===== config.mk =====
export PLATFORM = sky130hd
export DESIGN_NAME = operand_expand
export DESIGN_NICKNAME = d
export VERILOG_FILES = /design/src/rtl/operand_expand_pkg.sv /design/src/rtl/q17_expand.sv /design/src/rtl/operand_expand.sv
export SDC_FILE = /design/constraint.sdc
export NUM_CORES = 1
export LEC_CHECK = 0
export ABC_AREA = 1
export CELL_PAD_IN_SITES_DETAIL_PLACEMENT = 1
export CELL_PAD_IN_SITES_GLOBAL_PLACEMENT = 1
export CORE_MARGIN = 5
export CORE_UTILIZATION = 39
export DETAILED_ROUTE_END_ITERATION = 10
export PLACE_DENSITY_LB_ADDON = 0.1
export SYNTH_ARGS = -nofsm -noshare
export SYNTH_HDL_FRONTEND = slang
export SYNTH_HIERARCHICAL = 1
export SYNTH_SLANG_ARGS = --single-unit

===== constraint.sdc =====
create_clock -name clk -period 1.38 [get_ports clk]
set_input_delay 0.138 -clock clk [delete_from_list [all_inputs] [get_ports clk]]
set_output_delay 0.138 -clock clk [all_outputs]
set_load 0.005 [all_outputs]

===== src/rtl/operand_expand_pkg.sv =====
// Shared widths, fixed-point constants and FSM encoding for the CORDIC operand
// formatter and the output rounding stage.
package operand_expand_pkg;

  localparam int IN_W   = 8;
  localparam int OUT_W  = 18;
  localparam int FRAC_W = 16;

  localparam logic [OUT_W-1:0] FIX_ONE       = 18'h10000;
  localparam logic [OUT_W-1:0] FIX_MINUS_ONE = 18'h30000;
  localparam logic [IN_W-1:0]  Q17_MAX       = 8'h7F;

  typedef enum logic {
    WAIT_X,
    WAIT_Y
  } state_t;

endpackage


===== src/rtl/q17_expand.sv =====
// Widens a Q1.7 byte to the core's Q2.16 format; optionally maps the clamped
// maximum code back to exactly +1.0.
module q17_expand
  import operand_expand_pkg::*;
#(
  parameter bit RESTORE_ONE = 1'b1
) (
  input  logic [IN_W-1:0]  in_byte,
  output logic [OUT_W-1:0] expanded
);

  localparam logic [IN_W-1:0] Q17_MIN = {1'b1, {(IN_W-1){1'b0}}};

  always_comb begin
    expanded = {in_byte[IN_W-1], in_byte[IN_W-1], in_byte[IN_W-2:0],
                {(FRAC_W-IN_W+1){1'b0}}};
    if (RESTORE_ONE && (in_byte == Q17_MAX)) begin
      expanded = FIX_ONE;
    end else if (in_byte == Q17_MIN) begin
      expanded = FIX_MINUS_ONE;
    end
  end

endmodule


===== src/rtl/operand_expand.sv =====
// Collects X/Y operand bytes, widens them and hands well-formed pairs to the
// CORDIC core through a registered valid/ready output.
module operand_expand
  import operand_expand_pkg::*;
#(
  parameter bit RESTORE_ONE = 1'b1
) (
  input  logic              clk,
  input  logic              rst_n,
  input  logic [IN_W-1:0]   in_data,
  input  logic              in_first,
  input  logic              in_valid,
  output logic              in_ready,
  output logic [OUT_W-1:0]  out_x,
  output logic [OUT_W-1:0]  out_y,
  output logic              out_valid,
  input  logic              out_ready,
  output logic              sync_err
);

  state_t           state, state_next;
  logic [OUT_W-1:0] x_hold, x_hold_next;
  logic [OUT_W-1:0] expanded;
  logic             accept;
  logic             load;
  logic             err_next;

  q17_expand #(
    .RESTORE_ONE(RESTORE_ONE)
  ) u_expand (
    .in_byte (in_data),
    .expanded(expanded)
  );

  // X capture never touches the output register, so only Y waits on it.
  assign in_ready = rst_n && ((state == WAIT_X) || !out_valid || out_ready);
  assign accept   = in_valid && in_ready;

  always_comb begin
    state_next  = state;
    x_hold_next = x_hold;
    load        = 1'b0;
    err_next    = 1'b0;
    if (accept) begin
      case (state)
        WAIT_X: begin
          if (in_first) begin
            x_hold_next = expanded;
            state_next  = WAIT_Y;
          end else begin
            err_next = 1'b1;
          end
        end
        WAIT_Y: begin
          if (in_first) begin
            err_next    = 1'b1;
            x_hold_next = expanded;
          end else begin
            load       = 1'b1;
            state_next = WAIT_X;
          end
        end
        default: state_next = WAIT_X;
      endcase
    end
  end

  // Capture / output register stage
  always_ff @(posedge clk or negedge rst_n) begin
    if (!rst_n) begin
      state     <= WAIT_X;
      x_hold    <= '0;
      out_x     <= '0;
      out_y     <= '0;
      out_valid <= 1'b0;
      sync_err  <= 1'b0;
    end else begin
      state    <= state_next;
      x_hold   <= x_hold_next;
      sync_err <= err_next;
      if (load) begin
        out_x     <= x_hold;
        out_y     <= expanded;
        out_valid <= 1'b1;
      end else if (out_ready) begin
        out_valid <= 1'b0;
      end
    end
  end

endmodule


# Yosys cells after proc, flatten, opt, wreduce, memory -nomap -nowiden
# Cells that the tools add are included.
# word_totals
ram_bits,0
register_bits,57
mem_bits_ro,0
mem_count,0
output_inout_bits,39
input_bits,13
wordCells,27
latchBits,0
# classes
eq_ne,2
magnitude_cmp,0
n_div,0
shifts,0
n_reduce_logical,7
addsub,0
multipliers,0
n_bitwise,1
muxes,11
# ops
cell,count
2-to-1 mux 18 bit,3
== test 8 x 7 -> 1 bit (second input constant),1
== test 8 bit (second input constant),1
2-to-1 mux 1 bit,7
logical AND 1 bit,2
logical OR 1 bit,2
case mux 1 bit (2 select lines),1
AND reduction 2 bit,1
nonzero test 2 bit,1
zero test 1 bit,1
inverter 1 bit,1

# Depth between registers and ports, before layout
# depth
word_depth,7
depth_mapped,9
depth_no_buf,7

# Modules after synthesis
# Netlist, hierarchy kept.
# by_module_without_submodules
module,n_inst,cells_each,area_per_inst_um2,seq_area_each_um2
operand_expand,1,258,2394.8,1426.4
q17_expand,1,34,190.2,0.0

# Least setup slack after synthesis
# Ideal clock, no wire load.
# synth_timing
path_type,input port to flip-flop
startpoint,input in_first
endpoint,register out_x[0]
setup_ns,0.119
t_arrival_ns,1.291
setup_slack_ns,-0.030
n_path_buf,4
stages,9
t_required_ns,1.261
cell_sequence,buf_2 > buf_2 > inv_1 > ha_1 > buf_4 > nand4_2 > buf_2 > nand2_1 > nand2_1
# synth_via
elab_chain_cells,3
# synth_lines
element,line,text
"start, declared",operand_expand.sv:11,"input logic in_first,"
2-to-1 mux 1 bit,operand_expand.sv:55,if (in_first) begin
2-to-1 mux 1 bit,operand_expand.sv:45,case (state)
2-to-1 mux 1 bit,operand_expand.sv:44,if (accept) begin
"end signal, assigned",operand_expand.sv:82,out_x <= x_hold;
"end, declared",operand_expand.sv:14,"output logic [OUT_W-1:0] out_x,"
# No other way between the ends.
# A chain may end at the register's enable or synchronous reset.

# Worst setup path in the final report
# layout_timing
startpoint,register out_y[1]
endpoint,output out_y[1]
# layout_lines
element,line,text
"start, declared",operand_expand.sv:15,"output logic [OUT_W-1:0] out_y,"
"start signal, assigned",operand_expand.sv:83,out_y <= expanded;
# No word-level cell between the ends.

==> reports/results.ini <==
[min_path]
hold_start = in_valid
holdPathStages = 3
min_path_type = input port to flip-flop
min_to = state$_DFFE_PN0P_

[critical_path]
crit_type = flip-flop to output port
worstReg2RegStart = state$_DFFE_PN0P_
start_kind = flip-flop
crit_buf_inv = 1
end_kind = output port
worst_path_largest_cell_delay_ns = 0.51
critPathSlowestCell = clkdlybuf4s50_1
crit_path_cell_trace = clkdlybuf4s50_1
r2r_slack_ns = 0.11
crit_fanout = 2
ff2ff_path_depth = 6
cp_top_family = buffers and inverters
rr_endpoint = out_x[11]$_DFFE_PN0P_
critPathRequiredTime_ns = 1.24
arrival_ns = 1.20

[sta]
setup_viol = 0
period_share_pct = 96.98
fin_crit_ns = 1.338
drv_slew = 0
fin_skew_ns = 0.004743
hold_violations = 0
clock.fmax_mhz = 747.2
tns_ns = 0
rsz0062_at_grt = no

[finish]
final_cell_count_no_fill = 436
area_growth_syn_to_layout_pct = 35.04
final_cell_area_um2 = 3491
regArea_um2 = 1426
antenna_cells = 0
fin_nets = 371
drive_above_1_share_pct = 14.21
fillers = 723
multi_input_area_um2 = 973.4

[routing]
vias = 2230
post_drt_wl_per_cell_um = 16.00
drcViolationCount = 0
vias_per_cell = 5.115
first_pass_iters = 4
first_iter_violations = 65
totalWireLength_um = 6974
ant_nets = 0

[yosys]
synth.mux.area_fraction_pct = 0
syn_area_per_cell_um2 = 8.853
synth-simple-area-share_pct = 33.16
ys_seq_area_share_pct = 55.18
syn-cell-area_um2 = 2585
synthAdderAreaFrac_pct = 0.4840
synth_top_family_by_area = simple AND/OR/NAND/NOR gates
synthCells = 292
synth.distinct_cells = 17
synth.ff_latch_count = 57
ys_warn_count = 6
synth_xor_area_share_pct = 0
synth-compound-area-share_pct = 1.355

[global_routing]
grt_pass1_vias = 2299
grt_max_degree = 37
grt_first_pass_wirelength_um = 11650
gr-total-overflow = 0
grt_usage_pct = 17.32
antenna_found_initial = 0

[clock_tree]
clock_path_buffers = 2
cts_sinks = 57
cts_tree = done
cts.reportedPaths.clkPinSlew_ns = 0.06
cts_max_level = 3
cts-root-buf = clkbuf_8
tritoncts.num_buffers = 9
clkLatencyLatePin_ns = 0.33

[flow_run]
cap_viol_max_count = 0

[power_and_ir_drop]
ir_drop_uv = 789.0
p_leak_nw = 1.850
total_power_mw = 5.054
powerDensity_nw_per_um2 = 1448

[die]
dieArea_um2 = 8357
rows = 29
initial_utilization_pct = 40.48
ios = 52
fp.dieH_um = 91.42
die_w_um = 91.42
core_um2 = 6386

[place]
dpl_cell_area_um2 = 3243
portBuffers = 51
dp_hpwl_um = 4870
placed_cells = 417
gp_congestion = 0.8120

[status]
status = finished clean

## cells in the mapped netlist
library cell	count	area share, %
nor2_1	3	0.44
inv_1	11	1.6
dfrtp_1	57	55
nand4_2	2	0.97
nand2_2	2	0.48
clkbuf_1	3	0.44
buf_4	12	3.5
nand4_1	54	13
a21oi_1	7	1.4
nor2_4	2	0.87
conb_1	1	0.15
buf_6	3	1.3
buf_2	14	2.7
inv_2	1	0.15
ha_1	1	0.48
nand2_1	118	17
nand3_1	1	0.19
## flip-flops by register name, summed over array words and instances (netlist names)
signal	cells
out_valid	1
out_x	18
out_y	18
state	1
sync_err	1
x_hold	18
## per-stage QoR
| stage | setup WS (ns) | hold slack (ns) | utilization, % |
|---|---|---|---|
| global route | 0.0003983 | 0.1828 | 54.66 |
| floorplan | 0.03098 | -0.1576 | - |
| CTS | 0.008821 | 0.1789 | 53.82 |
| global placement | -0.07904 | 0.2516 | 50.78 |
| finish | 0.04172 | 0.1664 | 54.66 |
| detailed placement | -0.1244 | 0.2476 | 50.78 |
## worst max-delay path by stage
stage / from / end / slack, ns / cells after the start
after floorplan: in_first / out_x[0]$_DFFE_PN0P_ / 0.03 / 9
after global placement: in_first / out_x[7]$_DFFE_PN0P_ / -0.08 / 6
after detailed placement: in_first / out_x[7]$_DFFE_PN0P_ / -0.12 / 6
after CTS: out_x[7]$_DFFE_PN0P_ / out_x[7] / 0.009 / 1
after global routing: out_y[8]$_DFFE_PN0P_ / out_y[8] / 0.0004 / 1
final: out_y[1]$_DFFE_PN0P_ / out_y[1] / 0.04 / 1
## metal layers
metal	wire [um]	vias up	track usage, %
met1	3413	1088	24.41
met5	0	-	0
met3	303	8	3.388
met2	3170	47	25.89
li1	-	1087	-
met4	87	0	7.335
## final cells by class
cell class | instances | area share (%)
Clock buffer | 13 | 4.839
Timing Repair Buffer | 78 | 22.37
Tap cell | 77 | 2.760
Sequential cell | 57 | 40.86
Inverter | 12 | 1.290
Multi-Input combinational cell | 199 | 27.89
## what timing repair did
action | 4_1_cts | 5_1_grt
gates resized for setup | 3 | 9
endpoints found under the setup margin | 2 | 29
hold buffers | 1 | 0
cloned | 0 | 0
setup buffers | 2 | 3
endpoints found under the hold margin | 57 | 0
## power breakdown
group / switching (mW) / internal, mW
Clock: 0.604 / 0.770
Combinational: 0.578 / 0.812
Sequential: 0.221 / 2.07
## cell usage in the layout, fill, tap and decap left out
master | synthesis | routed
nand2_1 | 118 | 118
nand4_4 | 0 | 2
buf_4 | 12 | 21
inv_2 | 1 | 1
dlygate4sd2_1 | 0 | 2
nand2_2 | 2 | 2
nor2_2 | 0 | 1
clkdlybuf4s50_1 | 0 | 41
nand4_1 | 54 | 54
buf_12 | 0 | 5
a21oi_1 | 7 | 7
ha_2 | 0 | 1
nor2_1 | 3 | 1
dlymetal6s2s_1 | 0 | 6
buf_2 | 14 | 2
inv_1 | 11 | 11
nand3_2 | 0 | 1
conb_1 | 1 | 9
nor2_4 | 2 | 3
dlygate4sd3_1 | 0 | 1
clkbuf_8 | 0 | 12
clkbuf_1 | 3 | 1
dfrtp_1 | 57 | 57
## logic make-up after synthesis
| group | after synthesis |
|---|---|
| buffers and inverters | 44 |
| other | 1 |
| and+or+nand+nor | 182 |
| DFF | 57 |
| adders and majority gates | 1 |
| AOI/OAI and AO/OA | 7 |
No activity file was read; power rests on OpenSTA's default activity.
